**config.mk**
```make
export PLATFORM = sky130hd
export DESIGN_NAME = uart_rx
export DESIGN_NICKNAME = d
export VERILOG_FILES = /design/src/rtl/uart_rx.sv
export SDC_FILE = /design/constraint.sdc
export NUM_CORES = 1
export LEC_CHECK = 0
export CORE_MARGIN = 4
export CORE_UTILIZATION = 45
export CTS_CLUSTER_SIZE = 28
export DETAILED_ROUTE_END_ITERATION = 8
export PLACE_DENSITY = 0.72
export SLEW_MARGIN = 20
export SYNTH_ARGS = -nofsm -noshare
export SYNTH_HDL_FRONTEND = slang
export SYNTH_SLANG_ARGS = --single-unit
```
**constraint.sdc**
```tcl
create_clock -name clk -period 2.3 [get_ports clk]
set_input_delay 0.46 -clock clk [delete_from_list [all_inputs] [get_ports clk]]
set_output_delay 0.46 -clock clk [all_outputs]
set_load 0.03 [all_outputs]
```
**src/rtl/uart_rx.sv**
```systemverilog
// UART receiver: 2-FF synchronised input, mid-bit sampling, one-entry valid/ack
// holding register with frame-error pulse and sticky overrun flag.
module uart_rx #(
  parameter int unsigned BAUDRATE = 115200,
  parameter int unsigned FREQ     = 50_000_000,
  parameter int unsigned N_start  = 1,
  parameter int unsigned N_data   = 8,
  parameter int unsigned N_stop   = 1
) (
  input  logic              clk,
  input  logic              nrst,
  input  logic              rx,
  output logic [N_data-1:0] rdata,
  output logic              rvalid,
  input  logic              rack,
  output logic              frame_err,
  output logic              overrun,
  output logic              busy
);

  localparam int unsigned BIT_PERIOD = FREQ / BAUDRATE;
  localparam int unsigned HALF       = BIT_PERIOD / 2;
  localparam int unsigned CNT_W      = $clog2(BIT_PERIOD);
  localparam int unsigned BIT_W      = 4;

  if (N_start != 1) begin : g_bad_start
    $error("uart_rx: only one start bit is supported");
  end
  if (N_data < 5 || N_data > 9) begin : g_bad_data
    $error("uart_rx: N_data must be 5..9");
  end
  if (N_stop < 1 || N_stop > 2) begin : g_bad_stop
    $error("uart_rx: N_stop must be 1 or 2");
  end

  typedef enum logic [2:0] {IDLE, START, DATA, STOP, BREAK} state_t;

  state_t             state;
  logic               rx_m;
  logic               rx_s;
  logic [CNT_W-1:0]   cnt;
  logic [BIT_W-1:0]   bit_idx;
  logic               stop_idx;
  logic [N_data-1:0]  shreg;
  logic               half_c;
  logic               bit_end_c;
  logic               commit_c;

  assign half_c    = cnt == CNT_W'(HALF - 1);
  assign bit_end_c = cnt == CNT_W'(BIT_PERIOD - 1);
  // Final stop bit sampled high: frame is good and the byte is handed over.
  assign commit_c  = (state == STOP) && bit_end_c && rx_s &&
                     (32'(stop_idx) == N_stop - 1);

  // Input synchroniser, preset to the idle line level.
  always_ff @(posedge clk) begin
    if (!nrst) begin
      rx_m <= 1'b1;
      rx_s <= 1'b1;
    end else begin
      rx_m <= rx;
      rx_s <= rx_m;
    end
  end

  // Frame FSM; busy is registered alongside state so it mirrors state != IDLE.
  always_ff @(posedge clk) begin
    if (!nrst) begin
      state     <= IDLE;
      cnt       <= '0;
      bit_idx   <= '0;
      stop_idx  <= 1'b0;
      shreg     <= '0;
      frame_err <= 1'b0;
      busy      <= 1'b0;
    end else begin
      frame_err <= 1'b0;
      cnt       <= cnt + CNT_W'(1);
      unique case (state)
        IDLE: begin
          cnt <= '0;
          if (!rx_s) begin
            state <= START;
            busy  <= 1'b1;
          end
        end
        START: begin
          if (half_c) begin
            cnt <= '0;
            if (rx_s) begin
              state <= IDLE;
              busy  <= 1'b0;
            end else begin
              state   <= DATA;
              bit_idx <= '0;
            end
          end
        end
        DATA: begin
          if (bit_end_c) begin
            cnt   <= '0;
            shreg <= {rx_s, shreg[N_data-1:1]};
            if (bit_idx == BIT_W'(N_data - 1)) begin
              state    <= STOP;
              stop_idx <= 1'b0;
            end else begin
              bit_idx <= bit_idx + BIT_W'(1);
            end
          end
        end
        STOP: begin
          if (bit_end_c) begin
            cnt <= '0;
            if (!rx_s) begin
              frame_err <= 1'b1;
              state     <= BREAK;
            end else if (commit_c) begin
              state <= IDLE;
              busy  <= 1'b0;
            end else begin
              stop_idx <= 1'b1;
            end
          end
        end
        BREAK: begin
          cnt <= '0;
          if (rx_s) begin
            state <= IDLE;
            busy  <= 1'b0;
          end
        end
        default: begin
          state <= IDLE;
          busy  <= 1'b0;
        end
      endcase
    end
  end

  // Holding register: a commit always wins; an ack in the same cycle just
  // means the older byte was consumed, so no overrun is raised.
  always_ff @(posedge clk) begin
    if (!nrst) begin
      rdata   <= '0;
      rvalid  <= 1'b0;
      overrun <= 1'b0;
    end else if (commit_c) begin
      rdata   <= shreg;
      rvalid  <= 1'b1;
      overrun <= rvalid & ~rack;
    end else if (rack && rvalid) begin
      rvalid  <= 1'b0;
      overrun <= 1'b0;
    end
  end

endmodule
```
Word-level counts from Yosys, hierarchy flattened
Index checks and enable logic that the tools add are counted.
Word-level totals
  input port bits: 4
  register bits: 39
  output and inout port bits: 12
Operators by class
  reduce and logical (&&, ||, !) cells: 16
  mux-type cells: 35
  equality and inequality tests: 19
  bitwise gates (word level): 4
  add/sub/neg operators: 2
Operators with widths (count)
  9-bit case mux with 3 select lines: 1
  3-bit 2-to-1 mux: 8
  2-bit != test, second input constant: 11
  9-bit 2-to-1 mux: 2
  4-bit 2-to-1 mux: 4
  1-bit 2-to-1 mux: 15
  3-bit case mux with 5 select lines: 1
  6-bit AND reduction: 2
  9-bit by 1-bit adder with 9-bit output, second input constant: 1
  9-bit by 8-bit equality test with 1-bit output, second input constant: 1
  9-bit equality test, second input constant: 1
  4-bit case mux with 2 select lines: 1
  7-bit AND reduction: 1
  3-bit by 2-bit equality test with 1-bit output, second input constant: 2
  2-bit nonzero test: 3
  1-bit case mux with 5 select lines: 1
  5-bit AND reduction: 1
  4-bit by 1-bit adder with 4-bit output, second input constant: 1
  4-bit by 3-bit equality test with 1-bit output, second input constant: 1
  1-bit logical AND: 4
  2-bit OR reduction: 2
  3-bit by 1-bit equality test with 1-bit output, second input constant: 1
  3-bit equality test, second input constant: 1
  3-bit logical NOT: 1
  other kinds (7): 9

Depth between registers and ports, before layout
  depth in word-level cells: 8
  gate-level depth with buffers: 7
  mapped depth without buffers: 6

Worst setup path after synthesis
OpenSTA, ideal clock, no wires.
  kind: reg-to-reg
  start point: register cnt[0]
  end point: register busy
  path buffers: 1
  period minus slack after synthesis: 1.662 ns
  stages on the path, launching flop included: 7
  arrival time: 1.522 ns
  slack: 0.638 ns
  cells stage by stage: dfxtp_1 > ha_1 > and4bb_2 > buf_2 > nand2_1 > a2111oi_0 > o32ai_1
On the way
  longest elaborated chain between the ends: 6
  elaborated cells between the ends (all ways): 9
  classes of those cells: 5 x eq/ne; 4 x reduce/logical
RTL lines
  start: declaration: RTL line 41  | logic [CNT_W-1:0] cnt;
  start signal: assignment: RTL line 78  | cnt <= cnt + CNT_W'(1);
  9-bit equality test: RTL line 50  | assign bit_end_c = cnt == CNT_W'(BIT_PERIOD - 1);
  1-bit logical AND (3 in a row): RTL line 52  | assign commit_c = (state == STOP) && bit_end_c && rx_s &&
  2-bit != test (no line)
  6-bit AND reduction (no line) *
  end signal: assignment: RTL line 75  | busy <= 1'b0;
  end signal: assignment: RTL line 84  | busy <= 1'b1;
  end signal: assignment: RTL line 92  | busy <= 1'b0;
  end: declaration: RTL line 18  | output logic busy
Every way passes the cells marked *; elsewhere a longest branch is shown, timed or not.
A chain may end at the register's enable or synchronous reset.

Worst setup path in the final report
  start point: register cnt[0]
  end point: register bit_idx[1]
On the way
  longest elaborated chain between the ends: 3
  elaborated cells between the ends (all ways): 5
  classes of those cells: 4 x eq/ne; 1 x reduce/logical
RTL lines
  9-bit equality test / 9-bit by 8-bit equality test with 1-bit output (equally long branches): RTL line 50, 49
  2-bit != test (no line)
  5-bit AND reduction (no line) *
  end signal: assignment: RTL line 107  | bit_idx <= bit_idx + BIT_W'(1);
  end: declaration: RTL line 42  | logic [BIT_W-1:0] bit_idx;
Marked as above.

==> summary.txt <==
Setup path
  • WS Path Type: reg -> reg
  • Worst Path Buf+Inv: 0
  • CP Launch Type: flip-flop
  • Family with the most delay on the worst path: simple AND/OR/NAND/NOR gates
  • Crit path capture type: flip-flop
  • CP Data Arrival Time: ~2.1 ns
  • CP max FO: 14
  • Cell Chain, Critical Path: ha_1 > and4bb_2 > nand3_2 > or4_1 > a21oi_1
  • Crit-path slowest cell: or4_1
  • CP required: between 2 and 3 ns
  • CP peak stage delay: around 0.53 ns

Drt
  • Via/cell ratio: approximately 5.4
  • Via count: 1469
  • First-pass DRT Iterations: 4
  • Avg WL per Cell: 13.0 um
  • DRC Markers: 0
  • Initial detailed-routing violation count: 177
  • Total wire length: 3.52 mm
  • ANT nets after route: 0

Clock network
  • Num CTS Buffers: 5
  • Post-CTS Setup Inserts: 0
  • CTS tree: done
  • Gates resized, CTS repair: 0
  • CTS max path bufs: 2
  • Clock Root Buffer: clkbuf_8
  • Clock Latency Late Sink: 0.29 ns
  • Hold_buf cts: 0
  • Sink Count: 39
  • Htree depth: 2
  • Clk pin slew, worst setup/hold paths: 0.08 ns

STA
  • Worst-Margin Slew: 0.717 ns
  • Crit path time final: roughly 1.9 ns
  • Peak Freq: 0.533 GHz
  • RSZ-0062 raised after global routing: no
  • Final period utilization: 81.5%
  • Setup violations, final: 0
  • Setup_tns: 0 ns
  • Worst setup margin: 0.424 ns
  • Final hold violation count: 0
  • Slew headroom: about 52%
  • Pins Over Slew Limit: 0
  • Clock skew: 0.00581 ns

Synth
  • Ys Warns: 0
  • Post-Syn Area: 1830 um^2
  • Netlist cell types: 49
  • Synth async-reset ratio: 0%
  • Mapped Avg Cell Area: 8.95 um^2
  • #FFs+latches synth: 39
  • Primary FF master, synth: dfxtp_1
  • Post-synth EDFFs: 0
  • Syn Nets: 213
  • Syn Inst Count: 205
  • Sequential element share of the synthesized area: 42.6%

Cells and area
  • Layout cells sized above 1: 9.91%
  • Storage element area: between 700 and 800 um^2
  • N_diodes: 0
  • Post-layout util: 55.6%
  • Most common cell after layout, fill and taps aside: dfxtp_1
  • Final cell count without fillers: 270
  • # fillers: 356
  • Commonest non-fill, non-tap cells in the layout: 39 x dfxtp_1, 22 x nand2_1, 17 x a21oi_1
  • Area Growth Syn to Fin: 15.1%
  • Multi-input gate area in the final layout: 961 um^2
  • Nets: 229

Global routing
  • GRT overflow: 0
  • Total global routing track utilization: approximately 15%
  • M2 GR Usage: 22.2%
  • Vias in the first global route: 1357
  • GRT met3 Usage: 4.35%
  • Initial antenna violation count: 0
  • Gr busiest metal: met2
  • First-pass GRT wire length: 6.24 mm
  • GR Layer Usage met1: ~20%
  • Largest net degree at the start of global routing: 22

Die
  • CORE AREA: 3800 um^2
  • Initial Util: between 40% and 50%
  • Rows: 22
  • # IOs: 16
  • Die Y: 71.8 um
  • Die Width: about 70 um
  • Die Area: between 5000 and 6000 um^2

Placement
  • DP Cell Count: about 260
  • Post-place setup slack: 0.463 ns
  • HPWL after DPL: 2.39 mm
  • Routability Congestion: around 0.83
  • Port bufs: 15

Power
  • LEAKAGE: 0.000761 uW
  • Peak VDD IR: between 400 and 500 uV
  • Pwr/cell area: 567 nW/um^2

Run
  • Maxcap violations: 0

Run status
  • Status: finished, final reports clean

Hold path
  • Min-Delay Path Class: reg -> reg
[worst register-to-register path, delay by kind of cell, from the launching register on]
family	cells	cell delay, ns
compound gates	1	0.14
fa+ha+maj	1	0.17
flops	1	0.42
simple gates	3	1.09
[cell usage after synthesis, types with 4 or more instances]
master	number	area (um^2)
dfxtp_1	39	781
mux2i_1	8	80.1
nand3_1	7	35.0
ha_1	4	50.1
buf_2	5	25.0
clkbuf_1	4	15.0
nand2b_1	6	37.5
xnor2_1	6	52.6
nor2_1	15	56.3
inv_1	8	30.0
o31ai_1	5	37.5
nor3_1	9	45.0
a21oi_1	17	85.1
nand2_1	22	82.6
[per-stage QoR]
| step | total power (uW) | hold WS [ns] | instance area (um^2) |
|---|---|---|---|
| finish | 1200 | 0.414 | 2110 |
| global route | 1250 | 0.438 | 2110 |
| CTS | 1210 | 0.415 | 2110 |
| detailed placement | 743 | 0.396 | 2020 |
| global placement | 743 | 0.389 | 2020 |
| floorplan | 725 | 0.386 | 1830 |
[final timing paths]
check	from	end	slack (ns)	cells after the start
worst min-delay path	rx_m	rx_s	0.41	1
worst max register to register	cnt[0]	bit_idx[1]	0.42	5
worst min register to register	rx_m	rx_s	0.41	1
worst max-delay path	cnt[0]	bit_idx[1]	0.42	5
[registers in the layout, summed over array words and instances (netlist names), 3 cells and up]
| register | count |
|---|---|
| bit_idx | 4 |
| cnt | 9 |
| state | 3 |
| rdata | 8 |
| shreg | 8 |
[logic make-up after synthesis]
group,synth area share [%]
buffers and inverters,5.05
adder cells (fa/ha/maj),2.73
XOR/XNOR,3.82
flip-flops,42.6
AO/OA/AOI/OAI,15.3
multiplexers,4.37
AND/OR/NAND/NOR,26.1
[where the power goes]
group	internal, uW	switching, uW
combinational	17.8	25.5
clock	217	254
sequential	679	4.92
total	913	285
[metal layers]
layer,part of all wire [%],wire (um)
met5,0,0
met3,5.3,188
met2,42,1470
met1,51,1800
met4,1.7,59
[final cells by class]
cell class              instances  area share [%]
inverters                       8            1.42
multi-input cells             147            45.5
flip-flops and latches         39            37.0
clock buffers                   5            3.26
well taps                      48            2.84
repair buffers                 20            8.89
clock inverters                 3            1.13
Power figures use the tool's default switching activity.
